[config.mk]
export PLATFORM = sky130hd
export DESIGN_NAME = fib_conv_arbiter
export DESIGN_NICKNAME = d
export VERILOG_FILES = /design/src/rtl/fib_conv_arbiter.sv
export SDC_FILE = /design/constraint.sdc
export NUM_CORES = 1
export LEC_CHECK = 0
export BUFFER_PORTS_ARGS = -buffer_cell sky130_fd_sc_hd__buf_2
export CORE_MARGIN = 4
export CORE_UTILIZATION = 30
export DETAILED_ROUTE_END_ITERATION = 10
export SLEW_MARGIN = 20
export SYNTH_ARGS = -nofsm -noshare
export SYNTH_HDL_FRONTEND = slang
export SYNTH_SLANG_ARGS = --single-unit
export TNS_END_PERCENT = 50
[constraint.sdc]
create_clock -name clk -period 10.2 [get_ports clk]
set_clock_uncertainty 0.1 [all_clocks]
set_input_delay 0 -clock clk [delete_from_list [all_inputs] [get_ports clk]]
set_output_delay 0 -clock clk [all_outputs]
set_load 0.01 [all_outputs]
[src/rtl/fib_conv_arbiter.sv]
// Round-robin arbiter/sequencer sharing one binary-to-Fibonacci converter among NREQ requesters.
// Latency: gnt one cycle after req in IDLE; done/fib_out one cycle after cv_done (or TIMEOUT cycles after gnt).
// Backpressure: requests wait while busy (RUN/CLEAR); a held req is never lost and re-competes round-robin.
module fib_conv_arbiter #(
  parameter int NREQ    = 4,
  parameter int BIN_W   = 16,
  parameter int FIB_W   = 32,
  parameter int TIMEOUT = 1023
) (
  input  logic                  clk,
  input  logic                  rst,
  input  logic [NREQ-1:0]       req,
  input  logic [NREQ*BIN_W-1:0] bin_in,
  output logic [NREQ-1:0]       gnt,
  output logic [NREQ-1:0]       done,
  output logic [FIB_W-1:0]      fib_out,
  output logic                  err,
  output logic                  busy,
  output logic                  cv_begin,
  output logic [BIN_W-1:0]      cv_bin,
  input  logic                  cv_done,
  input  logic [FIB_W-1:0]      cv_fib
);

  localparam int PW = $clog2(NREQ);
  localparam int CW = $clog2(TIMEOUT);

  typedef enum logic [1:0] {IDLE, RUN, CLEAR} state_t;

  state_t           state;
  logic [PW-1:0]    ptr;      // last winner; also the owner of the conversion in flight
  logic [CW-1:0]    cnt;
  logic [PW-1:0]    nxt;
  logic             any;
  logic [BIN_W-1:0] sel_bin;

  // Round-robin pick: first requester found scanning ptr+1, ptr+2, ... modulo NREQ
  always_comb begin
    int idx;
    idx = 0;
    nxt = ptr;
    any = 1'b0;
    for (int i = 1; i <= NREQ; i++) begin
      idx = (int'(ptr) + i) % NREQ;
      if (!any && req[idx[PW-1:0]]) begin
        any = 1'b1;
        nxt = idx[PW-1:0];
      end
    end
  end

  // Operand of the requester that would win this cycle
  always_comb begin
    sel_bin = '0;
    for (int i = 0; i < NREQ; i++) begin
      if (nxt == PW'(i)) sel_bin = bin_in[i*BIN_W +: BIN_W];
    end
  end

  // Sequencer: grant, run converter until done or timeout, then wait for converter done to drop
  always_ff @(posedge clk) begin
    if (rst) begin
      state    <= IDLE;
      ptr      <= PW'(NREQ - 1);
      cnt      <= '0;
      gnt      <= '0;
      done     <= '0;
      fib_out  <= '0;
      err      <= 1'b0;
      busy     <= 1'b0;
      cv_begin <= 1'b0;
      cv_bin   <= '0;
    end else begin
      gnt  <= '0;
      done <= '0;
      err  <= 1'b0;
      case (state)
        IDLE: begin
          if (any) begin
            gnt      <= NREQ'(1) << nxt;
            cv_bin   <= sel_bin;
            cv_begin <= 1'b1;
            ptr      <= nxt;
            busy     <= 1'b1;
            cnt      <= '0;
            state    <= RUN;
          end
        end
        RUN: begin
          cnt <= cnt + CW'(1);
          // A converter completion in the timeout cycle still counts as a success
          if (cv_done) begin
            fib_out  <= cv_fib;
            done     <= NREQ'(1) << ptr;
            cv_begin <= 1'b0;
            state    <= CLEAR;
          end else if (cnt == CW'(TIMEOUT - 1)) begin
            fib_out  <= '0;
            done     <= NREQ'(1) << ptr;
            err      <= 1'b1;
            cv_begin <= 1'b0;
            state    <= CLEAR;
          end
        end
        CLEAR: begin
          // Hold off the next start until the converter has dropped its done flag
          if (!cv_done) begin
            busy  <= 1'b0;
            state <= IDLE;
          end
        end
        default: begin
          cv_begin <= 1'b0;
          busy     <= 1'b0;
          state    <= IDLE;
        end
      endcase
    end
  end

endmodule
-- After elaboration in Yosys (flattened, before gate mapping)
Index checks and enable logic that the tools add are counted.
- add/sub/neg operators: 5
- magnitude comparators: 4
- equality and inequality tests: 9
- shifts and indexed selects: 2
- multiplexer cells: 38
- bitwise gates (word level): 4
- reduce and logical (&&, ||, !) cells: 19
- operators with widths (cell ; count):
    $mux W16 ; 4
    $mux W32 ; 2
    $pmux W10 S2 ; 1
    $mux W2 ; 8
    $mux W1 ; 13
    $lt A2 B3 Y1 const B ; 4
    $add A10 B1 Y10 const B ; 1
    $eq A10 B10 Y1 const B ; 1
    $mux W10 ; 1
    $reduce_and A3 Y1 ; 3
    $bmux W1 S2 ; 4
    $mux W4 ; 2
    $shl A1 B2 Y4 const A ; 2
    $eq A2 B2 Y1 const B ; 3
    $pmux W1 S3 ; 2
    $pmux W2 S3 ; 1
    $reduce_and A2 Y1 ; 3
    $reduce_or A3 Y1 ; 2
    $add A2 B1 Y2 const B ; 2
    $add A2 B2 Y2 const B ; 2
    $eq A2 B1 Y1 const B ; 2
    $logic_not A2 Y1 ; 2
    $ne A2 B2 Y1 const B ; 2
    $not A1 Y1 ; 4
    5 further kinds ; 10
- register bits after elaboration: 73
- input bits: 103
- output and inout bits: 59
- logic and storage cells: 91

-- Depth between registers and ports, before layout
Gate-level depths: netlist of run 1.
- word-level depth: 18
- mapped depth: 15

-- Least setup slack after synthesis of run 1
No wires, ideal clock.
- path kind: reg2reg
- start: register ptr[0]
- end: register cv_bin[5]
- setup time: 0.124 ns
- data arrival time: 3.187 ns
- data required time: 9.976 ns
- slack: 6.788 ns
- stages on the path, launching flop included: 16
- path buffers: 7
- period minus slack after synthesis: 3.412 ns
- cells stage by stage: dfxtp_1 > buf_6 > inv_1 > clkbuf_1 > clkbuf_1 > ha_1 > buf_6 > mux4_2 > nor2b_1 > buf_6 > or2_1 > buf_4 > buf_2 > nand3_1 > and4_1 > o31ai_2
- cells in the longest elaborated chain, start to end: 18
- elaborated cells on any way between the ends: 35
- RTL lines (what ; line ; RTL):
    from (decl) ; 31 ; logic [PW-1:0] ptr;
    from (signal assigned) ; 64 ; ptr <= PW'(NREQ - 1);
    from (signal assigned) ; 83 ; ptr <= nxt;
    $add A2 B1 Y2 ; 44 ; idx = (int'(ptr) + i) % NREQ;
    $bmux W1 S2 ; 45 ; if (!any && req[idx[PW-1:0]]) begin
    $mux W1 (not written as such) ; 45 ;
    $mux W1 ; 45 ;
    $logic_not A1 Y1 ; 45 ;
    $logic_and A1 B1 Y1 ; 45 ;
    $mux W1 ; 45 ;
    $logic_not A1 Y1 ; 45 ;
    $logic_and A1 B1 Y1 ; 45 ;
    $mux W1 ; 45 ;
    $logic_not A1 Y1 ; 45 ;
    $logic_and A1 B1 Y1 ; 45 ;
    $mux W2 ; 45 ;
    $logic_not A2 Y1 ; 56 ; if (nxt == PW'(i)) sel_bin = bin_in[i*BIN_W +: BIN_W];
    $mux W16 (4 in series) ; 56 ;
    to (signal assigned) ; 81 ; cv_bin <= sel_bin;
    to (decl) ; 20 ; output logic [BIN_W-1:0] cv_bin,
Parallel ways exist; a longest one is shown, timed or not. The select of a mux whose other input is x is not followed.
A chain may end at the register's enable or synchronous reset.

-- Final worst setup path of run 1
- start: register ptr[0]
- end: register cv_bin[2]
The elaborated chain is that of the path after synthesis.

==> impl.org, run 1 <==
** Pwr
- Dividing total power by cell area gives a power density of roughly 240 nW/um^2.
- Worst VDD drop :: 0.1217 mV
- Switching portion of total power :: 44.05%
- Portion of total power attributed to combinational logic :: 51.6%
- Internal power comes to a little under 800 uW.
- The analysis attributes to cell leakage a power of ~0.0025 uW.
- Of the total power, registers draw roughly a quarter.
- Reported net switching power :: just over 600 uW
- Clock share of power :: between 20% and 30%

** STA
- Final Hold Fails :: 0
- For the final routed database, the setup TNS stands at 0 ns.
- Unrepaired setup endpoints after global routing :: false
- Counting I/O delays and the setup requirement, the final critical path takes 4.290 ns.
- Max-slew violation count :: 0
- Setup slack closes at 5.910 ns.
- After layout, the worst path uses a little over two fifths of the clock period.
- Headroom to the max-slew limit came out at 41.01%.
- Setup violations remaining at the end of the flow were counted as 0.
- At the pin with the least slew margin, the transition time is a little under 0.9 ns.
- Timing would allow up to 233.1 MHz.

** Final layout
- Non-filler instance count after layout :: about 900
- Share of layout cells above drive strength 1 :: 30.13%
- FILL cells :: about 1,400
- Area Overhead vs Synth :: 33.13%
- Final nets :: 821
- Antenna diode count :: 0

** GRT
- Global routing usage summed across all routing layers :: roughly 16%
- Largest net degree at the start of global routing :: between 70 and 80
- Antenna violations before repair :: 0
- For met2 alone, demand over resource in global routing was about a quarter.
- Layer with the highest usage after global routing :: met2
- In the global route stage, met1 resource usage came out at a little over 20%.
- Met3 track demand over resource :: under 10%
- Number of global-route vias before repair :: roughly 4,200
- Global-route wire length before repair :: 20,760 um
- For this run the aggregate overflow at the end of global routing stands at 0.

** Drt
- The pre-antenna-repair detailed-routing pass consisted of 4 iterations.
- The final layout contains routed wiring with a total length of 13,060 um.
- Number of remaining DRC errors :: 0
- After detailed routing, the number of vias per cell comes to roughly 5.1.
- Total number of vias :: approximately 4,500
- WL/cell :: about 15 um
- The detail route stage leaves a number of antenna-violating nets equal to 0.
- For this block, the initial DRC count from the detailed router was roughly 270.

** Logic synthesis
- Mean instance size in the synthesized netlist :: approximately 7.7 sq um
- Most frequent cell after synthesis :: sky130_fd_sc_hd__nand2_1
- Yosys Warn Count :: 0
- Cell type contributing the most total cell area after synthesis :: sky130_fd_sc_hd__dfxtp_1
- Synthesis produced a netlist with a net count of about 660.
- The mapped netlist covers approximately 4300 sq um.
- In this run, synthesis inferred 0 flip-flops with an integrated enable.
- Ys flop type :: sky130_fd_sc_hd__dfxtp_1
- Post-synthesis sequential element count :: 73
- The share of synthesized area in the top cell type comes to 34.21%.
- Sequential cell area fraction in the yosys report :: about a third
- Share of synthesized registers carrying an async set or reset :: 0%
- Yosys attributes the largest share of cell area to sky130_fd_sc_hd__dfxtp_1 (34%), sky130_fd_sc_hd__nand2_1 (9.4%), sky130_fd_sc_hd__a22oi_1 (5.6%), sky130_fd_sc_hd__a21oi_1 (4.7%), sky130_fd_sc_hd__nand3_1 (4.5%).
- In this run, distinct cell masters in the synthesized netlist total 47.
- Top post-synthesis cells by count :: sky130_fd_sc_hd__nand2_1 (107), sky130_fd_sc_hd__dfxtp_1 (73), sky130_fd_sc_hd__nor2_1 (48)
- After technology mapping, the gate count stands at ~550.

** Clock tree
- Later-pin clock latency in the skew report :: ~0.33 ns
- Clock edge transition at the registers on the reported setup and hold paths :: 0.06 ns
- Inserted Clock Buffers :: 9
- No sink is reached through more buffers than the 2 on the longest clock path.
- Setup Fix Bufs, Post-CTS :: 0
- CTS tree :: done
- Hold-fix buffer count after cts :: 33
- Count of H-tree levels built during CTS :: 3
- The clock net in this run drives a total of 73 sinks.
- The root buffer cell chosen for the clock tree is sky130_fd_sc_hd__clkbuf_16.
- Total of cells resized after clock tree synthesis :: 0

** Worst setup path
- Data required time at the worst endpoint :: roughly 10 ns
- In this run the worst path has a maximum fanout of slightly below 70.
- Nature of the critical path startpoint :: flop
- The critical path is of the flop to flop type.
- Category of the worst setup path capture point :: flop
- For the worst setup path, the data arrival time is ~4.4 ns.
- For flop-to-flop paths, the worst setup slack is roughly 5.9 ns.

** Placed design
- # port buffers :: between 150 and 200
- The congestion estimate from routability-driven global placement came to around 0.77.
- Once detailed placement completed, the half-perimeter wirelength came to 8665 um.
- Number of placed instances with taps included :: 848
- Dpl ws :: between 6 and 7 ns

** Die
- The die is 127.3 um tall.
- The floorplan has 43 rows.
- Count of boundary I/O pins :: around 160
- The floorplan step defined a core boundary enclosing approximately 14,000 sq um.
- Measured along the x axis, the die boundary spans between 100 and 150 um.
- Once the floorplan was initialized, standard cells occupied slightly above 30% of the core.
- Die area :: 16,210 sq um

** Outcome
- Result of the run :: complete, no violations

** Flow run
- Max cap viols :: 0

** Hold path
- The tightest min-delay check is of the input port to flop type.
## registers in the layout, indices dropped and copies added, names as in the netlist
signal,count
fib_out,32
cv_bin,16
cnt,10
done,4
gnt,4
ptr,2
state,2
busy,1
cv_begin,1
err,1
## through the flow
stage | area, sq um | utilization [%] | power [uW] | hold slack, ns
CTS | 5684 | 40.79 | 1390 | 0.01806
finish | 5687 | 40.81 | 1375 | 0.02900
global route | 5687 | 40.81 | 1483 | 0.03248
global placement | 5070 | 36.38 | 1069 | 0.1490
detailed placement | 5070 | 36.38 | 1075 | 0.1552
floorplan | 4272 | - | 948.8 | -0.02189
## final cells by class
class / instances / area (sq um) / share of cell area [%]
Multi-Input combinational cell: 422 / 2510 / 44.14
Sequential cell: 73 / 1463 / 25.72
Timing Repair Buffer: 200 / 1181 / 20.77
Clock buffer: 9 / 225.2 / 3.960
Tap cell: 180 / 225.2 / 3.960
Clock inverter: 7 / 58.81 / 1.034
Inverter: 6 / 23.77 / 0.4180
## layer usage
| metal | vias to the layer above | part of all wire, % | wire (um) |
|---|---|---|---|
| met5 | - | 0 | 0 |
| li1 | 2301 | - | - |
| met2 | 139 | 47 | 6169 |
| met4 | 0 | 2.4 | 319 |
| met1 | 2069 | 44 | 5778 |
| met3 | 25 | 6.1 | 796 |
## path summary, 6_finish.rpt
| kind | from | cells past startpoint | to |
|---|---|---|---|
| max | ptr[0]$_SDFFE_PP1N_ | 10 | cv_bin[2]$_SDFFE_PP0N_ |
| min | bin_in[36] | 4 | cv_bin[4]$_SDFFE_PP0N_ |
| min reg2reg | cv_bin[14]$_SDFFE_PP0N_ | 2 | cv_bin[14]$_SDFFE_PP0N_ |
| max reg2reg | ptr[0]$_SDFFE_PP1N_ | 10 | cv_bin[2]$_SDFFE_PP0N_ |
## cells by family after synthesis
kind of cell / share of synthesized area, %
flip-flops: 34.21
AO/OA/AOI/OAI: 22.23
multiplexers: 2.636
XOR/XNOR: 0.6152
AND/OR/NAND/NOR: 31.49
buffers and inverters: 7.059
adder cells (fa/ha/maj): 1.757
## cells in the final DEF (no fill, tap or decap), types with 5 or more instances in the layout
cell	netlist	final
sky130_fd_sc_hd__nor3_1	38	38
sky130_fd_sc_hd__inv_1	6	5
sky130_fd_sc_hd__clkbuf_16	0	9
sky130_fd_sc_hd__buf_2	7	161
sky130_fd_sc_hd__a21oi_1	40	40
sky130_fd_sc_hd__o31ai_2	11	11
sky130_fd_sc_hd__a311oi_2	6	6
sky130_fd_sc_hd__dlygate4sd3_1	0	33
sky130_fd_sc_hd__nand3_1	38	38
sky130_fd_sc_hd__dfxtp_1	73	72
sky130_fd_sc_hd__a31oi_1	17	17
sky130_fd_sc_hd__buf_4	4	6
sky130_fd_sc_hd__a22oi_1	32	32
sky130_fd_sc_hd__o31ai_1	5	5
sky130_fd_sc_hd__nand2_1	107	107
sky130_fd_sc_hd__nor2b_1	5	5
sky130_fd_sc_hd__ha_1	6	6
sky130_fd_sc_hd__nor2_1	48	48
sky130_fd_sc_hd__and4_1	17	17
## worst max-delay path: stages (launching register included)
cell and delay [ns]:
sky130_fd_sc_hd__dfxtp_2 0.33, sky130_fd_sc_hd__clkinv_2 0.63, sky130_fd_sc_hd__ha_1 0.70, sky130_fd_sc_hd__mux4_2 0.45, sky130_fd_sc_hd__nor2b_1 0.16, sky130_fd_sc_hd__buf_4 0.25
sky130_fd_sc_hd__or2_1 0.57, sky130_fd_sc_hd__buf_4 0.42, sky130_fd_sc_hd__nand3_1 0.11, sky130_fd_sc_hd__and4_1 0.23, sky130_fd_sc_hd__o31ai_1 0.20
## power by group through the flow
stage / combinational [uW] / sequential, uW / clock (uW)
floorplan: 567 / 382 / 0
CTS: 716 / 364 / 310
global route: 790 / 370 / 323
detailed placement: 705 / 370 / 0
global placement: 699 / 370 / 0
finish: 709 / 364 / 302
Power figures use the tool's default switching activity.
==> run 2, diff against run 1 <==
- ABC_AREA: not set -> 1
- clock period: 10.2 -> 3.8 ns (I/O delays scaled with it)
==> run 2 against run 1 <==
Against the previous run: register-to-register slack worse by 5.7 ns; worst setup slack worse by 5.7 ns; flip-flop and latch count unchanged; hold slack better by 0.15 ns; largest cell class unchanged; highest routed layer unchanged.
==> impl.org, run 2 <==
** Logic synthesis
- Summed over all instances, the cell type with the most area after synthesis is sky130_fd_sc_hd__dfxtp_1.
- The commonest cells after synthesis are sky130_fd_sc_hd__nand2_1 (162), sky130_fd_sc_hd__dfxtp_1 (73), sky130_fd_sc_hd__a21oi_1 (46).
- Portion of synthesized cell area occupied by the leading cell type :: 41.79% (+7.6 points)
- Mean instance size in the synthesized netlist :: 7.079 sq um (-8.4%)
- Synth cell types :: 30 (-36%)
- The synthesized flop and latch total came to 73 (unchanged).
- In the post-synthesis netlist, the biggest area contributors are sky130_fd_sc_hd__dfxtp_1 (42%), sky130_fd_sc_hd__nand2_1 (17%), sky130_fd_sc_hd__a21oi_1 (6.6%), sky130_fd_sc_hd__nand3_1 (4.9%), sky130_fd_sc_hd__o21ai_0 (4.3%).
- The count of flip-flops with a built-in enable after synthesis is 0 (unchanged).
- Synthesized cell area :: 3497 sq um (-18%)
- For this run, the leading register cell type out of synthesis is sky130_fd_sc_hd__dfxtp_1.
- Sequential cell area fraction in the yosys report :: 41.79% (+7.6 points)
- The net count after synthesis was 603 (-8.9%).
- Yosys Warn Count :: 0 (unchanged)
- Yosys instantiated no cell more often than sky130_fd_sc_hd__nand2_1.
- The async set-reset flop share out of synthesis is 0% (unchanged).
- The cell count after synthesis is 494 (-11%).

** Worst setup path
- Capturing point of the worst reg2reg path :: cv_bin[7]$_SDFFE_PP0N_
- Critical R2R Launch :: ptr[0]$_SDFFE_PP1N_
- The critical path is of the flop to flop type.
- The internal reg-to-reg setup slack was 0.21 ns (-5.70 ns).
- Depth of the worst register-to-register path :: 16 (+6)
- The data arrival time of the critical path is 3.72 ns (-0.71 ns).
- CP max FO :: 22 (-68%)
- Category of the worst setup path capture point :: flop
- The stage delay of the slowest cell on the critical path came to 0.57 ns (-0.13 ns).
- The signal on the critical path passes through inv_2 -> ha_1 -> inv_1 -> nand3_2 -> nand2_2 -> nor2_4 -> nand3_2 -> nand2_8 -> nor2_4 -> buf_4 -> nand2_1 -> nand3_1 -> dlygate4sd3_1 -> nand2_1 -> dlygate4sd3_1 -> nand2_1.
- Launch point of the critical path :: ptr[0]$_SDFFE_PP1N_
- Critical-path top delay cell :: sky130_fd_sc_hd__dlygate4sd3_1
- The worst setup path is launched from a flop.
- Critical path destination :: cv_bin[7]$_SDFFE_PP0N_
- Cell repeated most along the worst path :: sky130_fd_sc_hd__nand2_1
- The worst endpoint required time is 3.93 ns (-6.41 ns).

** Pwr
- The power density normalized to cell area was 735.6 nW/um^2 (+200%).
- The maximum vdd ir drop came to 0.5433 mV (+350%).
- The switching part of the total came to 40.93% (-3.1 points).
- Internal Power :: 2389 uW (+210%)
- Leakage :: 0.002653 uW (+7.7%)
- Reported net switching power :: 1656 uW (+170%)
- The combinational share of power is 56.0% (+4.4 points).
- The share of power burned in registers was 24.2% (-2.3 points).
- The part of the total power dissipated in the clock network is 19.8% (-2.1 points).

** GRT
- Number of global-route vias before repair :: 3,971 (-5.3%)
- The global-route total usage across every layer is 16.17% (+0.67 points).
- Antenna violations before repair :: 0 (unchanged)
- Congestion Overflow GR :: 0 (unchanged)
- The maximum number of pins on one net before global-route repair is 43 (-44%).
- Global-route wire length before repair :: 17,440 um (-16%)

** Final layout
- Max FFs per register :: 32 (unchanged)
- The fraction of final layout cells sized beyond drive strength 1 is 31.25% (+1.1 points).
- Antenna diode count :: 0 (unchanged)
- Utilization after layout :: 48.16% (+7.3 points)
- The top cell types in the final layout, fill and taps aside, are sky130_fd_sc_hd__nand2_1 (162), sky130_fd_sc_hd__buf_2 (162), sky130_fd_sc_hd__dlygate4sd3_1 (73), sky130_fd_sc_hd__dfxtp_1 (71), sky130_fd_sc_hd__a21oi_1 (46).
- Final Cell Area :: 5499 sq um (-3.3%)
- FILL cells :: 1,143 (-19%)
- The largest registers in the layout are fib_out (32), cv_bin (16), cnt (10).
- Area Overhead vs Synth :: 57.24%
- Biggest register :: fib_out
- The number of nets in the final layout is 840 (+2.3%).

** Drt
- The average via count per standard cell is 4.571 (-9.6%).
- The total via count after detailed routing is 4,018 (-11%).
- Initial DRT Pass Iterations :: 6 (+2)
- Total wire length after detailed routing :: 10,930 um (-16%)
- WL/cell :: 12.43 um (-15%)
- Number of remaining DRC errors :: 0 (unchanged)
- Initial DRC count :: 226 (-16%)
- ANT nets after route :: 0 (unchanged)

** Placed design
- The post-place instance area came to 4402 sq um (-13%).
- The routability-driven placement congestion ratio was 0.9157 (+18%).
- # port buffers :: 161 (unchanged)
- Detail Placement HPWL :: 7561 um (-13%)

** STA
- The final setup TNS came to 0 ns (unchanged).
- Setup repair after global routing left no endpoint under its margin.
- The count of final max-slew check failures was 0 (unchanged).
- Part of the cycle the worst path needs :: 94.50% (+52 points)
- Post-layout min period :: 3.591 ns (-0.6988 ns)
- The relative slew slack came to 45.69% (+4.7 points).
- The actual slew at the worst max-slew pin was 0.8146 ns (-0.06819 ns).
- Setup violators final :: 0 (unchanged)
- Highest achievable clock rate :: 278.5 MHz (+19%)
- Final Hold Fails :: 0 (unchanged)

** Die
- Total core area :: 11,420 sq um (-18%)
- The width of the die was 116.0 um (-8.9%).
- Starting density of the core :: 30.63% (about the same)
- FP Rows :: 39 (-9.3%)
- Count of boundary I/O pins :: 162 (unchanged)
- The chip height was 116.0 um (-8.9%).
- Die area :: 13,450 sq um (-17%)

** Clock tree
- The deepest level of the CTS H-tree was 3 (unchanged).
- TritonCTS built the clock tree.
- The root buffer cell chosen for the clock tree is sky130_fd_sc_hd__clkbuf_16.
- The clock latency at the later pin of the worst-skew pair was 0.33 ns (about the same).
- Clock edge transition at the registers on the reported setup and hold paths :: 0.06 ns (about the same)
- The number of buffers added by the clock tree synthesis step was 9 (unchanged).
- Count of clock tree sinks :: 73 (unchanged)
- The maximum buffer depth of the clock tree is 2 (unchanged).

** Flow run
- The max-cap check violation count is 0 (unchanged).

** Hold path
- The path class of the tightest hold or removal check is input port to flop.

** Outcome
- Result of the run :: complete, no violations
-- run 2: changes by cell type after synthesis, sizes merged, moves of 6 or more --
cell / delta
a31oi: -17
clkbuf: -23
a21oi: +6
buf: -10
nand2: +76
inv: +36
o31ai: -16
a311oi: -8
nor2: -24
o21ai: +34
nor3: -36
and4: -17
a22oi: -31
-- run 2: worst max-delay path, delay by kind of cell, from the launching register on --
kind / cells / cell delay [ns]
DFF: 1 / 0.40
buffers and inverters: 5 / 1.50
and+or+nand+nor: 10 / 1.11
adders and majority gates: 1 / 0.35
-- run 2: worst min path at each step --
stage / start / endpoint / slack [ns] / cells past startpoint
after floorplan: cv_done / err$_SDFF_PP0_ / -0.02 / 1
after global placement: cv_fib[7] / fib_out[7]$_SDFFE_PP0P_ / 0.16 / 3
after detailed placement: cv_fib[18] / fib_out[18]$_SDFFE_PP0P_ / 0.16 / 3
after CTS: rst / fib_out[18]$_SDFFE_PP0P_ / 0.18 / 2
after global routing: rst / fib_out[6]$_SDFFE_PP0P_ / 0.22 / 2
final: rst / fib_out[13]$_SDFFE_PP0P_ / 0.17 / 2
-- run 2: layout make-up --
type / count / area [sq um] / share of cell area, %
flip-flops and latches: 73 / 1464 / 26.62
repair buffers: 245 / 1617 / 29.40
clock inverters: 5 / 37.54 / 0.6826
multi-input cells: 360 / 1789 / 32.54
well taps: 143 / 178.9 / 3.254
clock buffers: 11 / 252.7 / 4.596
inverters: 42 / 160.2 / 2.912
-- run 2: cells by family after synthesis --
group / after synthesis / synth area share, %
flip-flops: 73 / 41.79
adder cells (fa/ha/maj): 6 / 2.147
XOR/XNOR: 2 / 0.5010
AND/OR/NAND/NOR: 263 / 34.92
AO/OA/AOI/OAI: 89 / 13.17
buffers and inverters: 61 / 7.478
-- run 2: through the flow --
| stage | setup WS, ns | cells | power, uW | hold slack (ns) |
|---|---|---|---|---|
| 2_1_floorplan | 1.481 | 494 | 2308 | -0.02385 |
| 3_3_place_gp | 1.165 | 781 | 2657 | 0.1551 |
| 3_5_place_dp | 1.127 | 781 | 2684 | 0.1582 |
| 4_1_cts | 0.03448 | 870 | 3877 | 0.1788 |
| 5_1_grt | 0.02089 | 879 | 4373 | 0.2211 |
| 6_report | 0.2092 | 879 | 4045 | 0.1741 |
-- run 2: power by group through the flow --
stage | clock network (uW) | logic [uW] | registers (uW)
after CTS | 834 | 2060 | 979
after global placement | 0 | 1670 | 989
after global routing | 870 | 2510 | 995
after detailed placement | 0 | 1690 | 990
after floorplan | 0 | 1280 | 1030
final | 802 | 2260 | 979
-- run 2: layer usage --
layer  vias up  part of all wire [%]  global-route usage [%]
met5         -                     0                       0
li1       2063                     -                       -
met3        21                   8.8                   5.222
met4         0                   2.1                   6.265
met2       152                    48                   28.92
met1      1782                    41                   17.74
-- run 2: repair_timing --
| item | 4_1_cts | 5_1_grt |
|---|---|---|
| gates resized for setup | 0 | 3 |
| setup endpoints to repair | 0 | 8 |
| hold buffers | 73 | 0 |
| setup buffers | 0 | 9 |
| endpoints found under the hold margin | 50 | 0 |
